## config.mk

```make
export PLATFORM = sky130hd
export DESIGN_NAME = saikoro_reader
export DESIGN_NICKNAME = d
export VERILOG_FILES = /design/src/rtl/saikoro_reader.sv
export SDC_FILE = /design/constraint.sdc
export NUM_CORES = 1
export LEC_CHECK = 0
export BUFFER_PORTS_ARGS = -buffer_cell sky130_fd_sc_hd__buf_2
export CAP_MARGIN = 30
export CORE_ASPECT_RATIO = 1.1
export CORE_MARGIN = 4
export CORE_UTILIZATION = 45
export DETAILED_ROUTE_END_ITERATION = 16
export PLACE_DENSITY = 0.59
export SETUP_SLACK_MARGIN = 0.4
export SYNTH_ARGS = -nofsm -noshare
export SYNTH_HDL_FRONTEND = slang
export SYNTH_SLANG_ARGS = --single-unit
```

## constraint.sdc

```tcl
create_clock -name ck -period 4.7 [get_ports ck]
set_input_delay 0.235 -clock ck [delete_from_list [all_inputs] [get_ports ck]]
set_output_delay 0.235 -clock ck [all_outputs]
set_load 0.05 [all_outputs]
```

## src/rtl/saikoro_reader.sv

```systemverilog
// Receive-side dice lamp decoder: captures a 7-lamp pattern, waits for it to hold steady,
// decodes it to a face 1..6 and keeps saturating per-face tallies.
module saikoro_reader #(
    parameter int unsigned STABLE = 3,
    parameter int unsigned TMO    = 63,
    parameter int unsigned CW     = 8
) (
    input  logic          ck,
    input  logic          reset,
    input  logic [6:0]    lamp,
    input  logic          sample,
    input  logic          clear,
    input  logic [2:0]    tally_sel,
    output logic [2:0]    value,
    output logic          valid,
    output logic          error,
    output logic          busy,
    output logic [CW-1:0] tally
);

    localparam logic [3:0] StableC = 4'(STABLE);
    localparam logic [7:0] TmoC    = 8'(TMO);

    typedef enum logic [0:0] {StIdle, StWait} state_t;

    state_t        state;
    logic [6:0]    snap;
    logic [3:0]    run;
    logic [7:0]    age;
    logic [CW-1:0] tally_q [6];

    logic [2:0] lamp_face;
    logic [3:0] run_nx;
    logic [7:0] age_nx;
    logic       decode_go;
    logic       timeout_go;

    // Face of the pattern currently on the bus; 0 marks an illegal pattern.
    always_comb begin
        lamp_face = 3'd0;
        case (lamp)
            7'b0001000: lamp_face = 3'd1;
            7'b1000001: lamp_face = 3'd2;
            7'b0011100: lamp_face = 3'd3;
            7'b1010101: lamp_face = 3'd4;
            7'b1011101: lamp_face = 3'd5;
            7'b1110111: lamp_face = 3'd6;
            default:    lamp_face = 3'd0;
        endcase
    end

    // When a decode fires, the updated snap always equals lamp, so lamp is decoded directly.
    always_comb begin
        run_nx     = (lamp == snap) ? run + 4'd1 : 4'd1;
        age_nx     = age + 8'd1;
        decode_go  = 1'b0;
        timeout_go = 1'b0;
        if (state == StIdle) begin
            decode_go = sample && (StableC == 4'd1);
        end else begin
            decode_go  = (run_nx == StableC);
            timeout_go = !decode_go && (age_nx == TmoC);
        end
    end

    always_ff @(posedge ck or posedge reset) begin
        if (reset) begin
            state <= StIdle;
            snap  <= 7'd0;
            run   <= 4'd0;
            age   <= 8'd0;
            value <= 3'h0;
            valid <= 1'b0;
            error <= 1'b0;
            busy  <= 1'b0;
            for (int i = 0; i < 6; i++) begin
                tally_q[i] <= '0;
            end
        end else begin
            valid <= 1'b0;
            error <= 1'b0;

            if (decode_go) begin
                if (lamp_face != 3'd0) begin
                    value <= lamp_face;
                    valid <= 1'b1;
                end else begin
                    error <= 1'b1;
                end
            end
            if (timeout_go) begin
                error <= 1'b1;
            end

            case (state)
                StIdle: begin
                    if (sample) begin
                        snap <= lamp;
                        run  <= 4'd1;
                        age  <= 8'd0;
                        if (StableC != 4'd1) begin
                            state <= StWait;
                            busy  <= 1'b1;
                        end
                    end
                end
                StWait: begin
                    age  <= age_nx;
                    snap <= lamp;
                    run  <= run_nx;
                    if (decode_go || timeout_go) begin
                        state <= StIdle;
                        busy  <= 1'b0;
                    end
                end
                default: begin
                    state <= StIdle;
                    busy  <= 1'b0;
                end
            endcase

            // Clear takes priority over a coincident increment.
            for (int i = 0; i < 6; i++) begin
                if (clear) begin
                    tally_q[i] <= '0;
                end else if (decode_go && (lamp_face == 3'(i + 1)) && (tally_q[i] != '1)) begin
                    tally_q[i] <= tally_q[i] + CW'(1);
                end
            end
        end
    end

    always_comb begin
        tally = '0;
        case (tally_sel)
            3'd1:    tally = tally_q[0];
            3'd2:    tally = tally_q[1];
            3'd3:    tally = tally_q[2];
            3'd4:    tally = tally_q[3];
            3'd5:    tally = tally_q[4];
            3'd6:    tally = tally_q[5];
            default: tally = '0;
        endcase
    end

endmodule

```

* Yosys cells after proc, flatten, opt, wreduce, memory -nomap -nowiden *
Index checks and enable logic that the tools add are counted.

word-level totals
  output and inout bits = 14
  register bits = 74
  input bits = 14
  logic and storage cells = 110

operators by class
  bitwise operators = 1
  add/sub/neg operators = 8
  eq/ne operators = 29
  reductions and logical operators = 24
  muxes and demuxes = 34

operators by type and width
  kind                 count
  $mux 8               13
  $add 8x1->8 const B  7
  $ne 8x8->1 const B   6
  $pmux 8 s6           1
  $eq 7x7->1 const B   4
  $eq 3x3->1 const B   6
  $pmux 3 s6           1
  $pmux 8 s2           1
  $pmux 7 s2           1
  $logic_and 1x1->1    13
  $eq 3x2->1 const B   4
  $reduce_bool 2->1    6
  $mux 1               11
  $eq 8x6->1 const B   1
  $mux 4               2
  $pmux 4 s2           1
  $eq 7x4->1 const B   1
  $eq 7x5->1 const B   1
  $eq 7x7->1           1
  $mux 7               1
  $eq 3x1->1 const B   2
  $add 4x1->4 const B  1
  $eq 4x2->1 const B   1
  $pmux 1 s2           2
  other kinds (7)      8

* Longest topological paths before layout *
  depth after elaboration = 9
  mapped depth = 9
  depth with buffers taken out = 7

* Least setup slack after synthesis *
No wires, ideal clock.

  path kind = register to register
  start point = register run[0]
  end point = register tally_q[5] (netlist name)
  period minus slack after synthesis = 2445 ps
  data required time = 4573 ps
  setup time = 127 ps
  slack = 2255 ps
  data arrival time = 2317 ps
  stages on the path, launching flop included = 8
  buffers on the path = 0
  cell sequence = dfrtp_1 -> ha_1 -> xor2_1 -> or4_4 -> nor3_4 -> nand3_2 -> or3_1 -> mux2_1

between the ends
  longest elaborated chain between the ends = 7

RTL lines
  item                                RTL line  source
  start, declared                     28        logic [3:0] run;
  start signal, assigned              110       run <= run_nx;
  $add 4x1->4                         54        run_nx = (lamp == snap) ? run + 4'd1 : 4'd1;
  $mux 4                              54
  $eq 4x2->1                          61        decode_go = (run_nx == StableC);
  $mux 1                              58        if (state == StIdle) begin
  $logic_and 1x1->1 (2 in a row)      126       end else if (decode_go && (lamp_face == 3'(i + 1)) && (tally_q[i] != '1)) begin
  $reduce_bool 2->1 (no source line)  -
  end signal, assigned by index       127       tally_q[i] <= tally_q[i] + CW'(1);
  end, declared                       30        logic [CW-1:0] tally_q [6];

No other way between the ends.
A chain may end at the register's enable or synchronous reset.

* Worst setup path after layout *
  start point = register state
  end point = register tally_q[5] (netlist name)

between the ends
  longest elaborated chain between the ends = 4

RTL lines
  item                                RTL line  source
  start, declared                     26        state_t state;
  start signal, assigned              68        state <= StIdle;
  start signal, assigned              102       state <= StWait;
  start signal, assigned              112       state <= StIdle;
  $mux 1                              58
  $logic_and 1x1->1 (2 in a row)      126
  $reduce_bool 2->1 (no source line)  -

No other way between the ends.

==> impl_results.md <==
* Status: finished, final reports clean
* Worst setup path start: state
* Clk pin slew, worst setup/hold paths at 0.08 ns
* Tightest Pin Transition at 0.955 ns
* Area of the multi-input gates at 2430 um2
* Hold Vio Cnt, Final at 0
* CTS Root Cell: clkbuf_8
* Max FO, Critical Path at 15
* Hold bufs inserted after CTS at 0
* Drt first pass iters at 4
* Fin Setup TNS at 0 ns
* Setup CP Type: flop to flop
* Row count at 37
* Die Wd at 102 um
* WL final at 10.1 mm
* Syn Area/Cell at 9.50 um2
* Startpoint types: flop
* Aggregate global routing overflow at 0
* Pwr/cell area at 349 nW/um2
* VDD IR max at 330 uV
* Ys Warns at 0
* Syn_nets at 488
* Reg-to-Reg Start: state
* Antenna violations before repair at 1
* RSZ-0062 raised after global routing: no
* Total Nets Final at 505
* Initial core utilization at 0.466
* Peak Freq at 339 MHz
* Final Core Density at 0.514
* Die span in y at 112 um
* Layout area overhead at 10.4%
* FF+latch count, synth at 74
* Largest net degree at the start of global routing at 51
* Post-Layout Cell Count at 604
* Final min period at 2.95 ns
* Storage cell area at 1850 um2
* Most frequent cells in the layout: dfrtp_1 (74), nor2_1 (57), a21oi_1 (27), buf_2 (27)
* Placed insts at 588
* PortBufs at 27
* Final Hold Slack at 0.0100 ns
* Max Root-Sink Buffers at 2
* Seq/Total Area, Yosys at 0.419
* Critical Path RT at 4.93 ns
* Vias per cell at 5.75
* Pleak at 2.09 nW
* TritonCTS clock tree: done
* PostCTS Resize Cnt at 0
* Total number of vias at 3474
* Worst min-delay path class: input port to async pin
* Crit. End Element: flop
* Async set-reset flop share out of synthesis at 1.00
* ANT nets after route at 0
* I/O pins at 28
* Count of cell types in the netlist at 54
* DR iter-0 viols at 146
* Worst EP arrival at 3.19 ns
* Post-DP HPWL at 7.10 mm
* # setup viols final at 0
* DRC violations left at 0
* RD Place Congestion at 0.873
* Post-Synthesis Cells at 465
* Number of synthesized flops with an enable pin at 0
* Final Skew at 0.0122 ns
* Max-slew headroom at 0.363
* CORE AREA at 9490 um2
* Antenna Cells at 0
* Vias in the first global route at 3270
* Main flop type after synthesis: dfrtp_1
* Total global-route track usage at 0.183
* Period utilization at 0.628
* Slew Viols, Final at 0
* # Post-CTS Setup Buffers at 0
* Fillers at 884
* Routed wire per std cell at 16.7 um
* Most common cell after layout, fill and taps aside: dfrtp_1
* Total power at 1.70 mW
* Max-cap violations at 0
* Share of cells above drive strength 1 at 0.170
* CTS Sinks at 74
* Worst-skew pair later-pin latency at 0.35 ns
* CTS H-tree depth at 3
* Die Footprint at 11500 um2
* Mapped Area at 4420 um2
* First-pass GRT wire length at 16.6 mm
* CTS buffer count at 9
==> layout make-up <==
type                    count  share of cell area
multi-input cells         359               0.498
flip-flops and latches     74               0.380
inverters                   9             0.00693
clock inverters             5              0.0257
well taps                 117              0.0300
repair buffers             29              0.0308
clock buffers              11              0.0290
==> layer usage <==
| metal | up-vias | wire length, um | track usage | share of wire |
|---|---|---|---|---|
| li1 | 1710 | - | - | - |
| met1 | 1693 | 4760 | 0.256 | 0.47 |
| met2 | 51 | 4770 | 0.282 | 0.47 |
| met3 | 18 | 314 | 0.0276 | 0.031 |
| met4 | 2 | 214 | 0.0717 | 0.021 |
| met5 | - | 13 | 0 | 0.0013 |
==> registers in the layout (all words and copies together), names as in the netlist <==
name,flops
error,1
snap,7
tally_q,48
run,4
value,3
state,1
busy,1
valid,1
age,8
==> cell families after synthesis <==
| kind of cell | synth area share |
|---|---|
| compound gates | 0.116 |
| simple gates | 0.250 |
| buf+inv | 0.0314 |
| fa+ha+maj | 0.0255 |
| flops | 0.419 |
| xor+xnor | 0.0872 |
| mux | 0.0702 |
==> critical path, stage by stage, from the launching register on <==
cell,delay (ns)
dfrtp_1,0.63
inv_2,0.20
or4_4,0.59
nor3_4,0.44
nand3_2,0.25
or3_1,0.42
mux2_1,0.31
==> cell usage after synthesis (4+ instances only) <==
library cell	instances	area [um2]
dfrtp_1	74	1850
nor2_1	57	214
a21oi_1	27	135
nand3_1	24	120
xnor2_1	24	210
nand2_1	23	86.3
nand4_1	22	138
xor2_1	20	175
clkbuf_1	18	67.6
o21ai_0	18	90.1
mux2_2	15	169
and3_1	13	81.3
mux2i_1	13	130
or3_1	12	75.1
ha_1	9	113
a221oi_1	8	70.1
inv_1	8	30.0
a21o_1	7	52.6
nor2b_1	7	43.8
nor4_2	7	87.6
nor3_2	6	60.1
and2_1	4	25.0
nor3_1	4	20.0
==> where the power goes <==
part / total [mW] / internal, mW / switching (mW)
registers: 0.751 / 0.685 / 0.0655
logic: 0.287 / 0.113 / 0.174
clock network: 0.665 / 0.421 / 0.244
total: 1.70 / 1.22 / 0.484
==> per-stage QoR <==
step                      setup WS, ns  instance area [um2]
after floorplan                   2.26                 4420
after global placement            1.84                 4610
after detailed placement          1.78                 4610
after CTS                         1.76                 4880
after global routing              1.59                 4880
final                             1.75                 4880
==> worst paths after layout <==
path                               endpoint  slack, ns  cells after the start
worst min register to register         busy       0.51                      1
worst max register to register   tally_q[5]       1.75                      6
max in group asynchronous       tally_q[24]       3.70                      3
worst min-delay path            tally_q[19]       0.01                      2
min in group ck                      age[1]       0.14                      2
worst max-delay path             tally_q[5]       1.75                      6
Power figures use the tool's default switching activity.
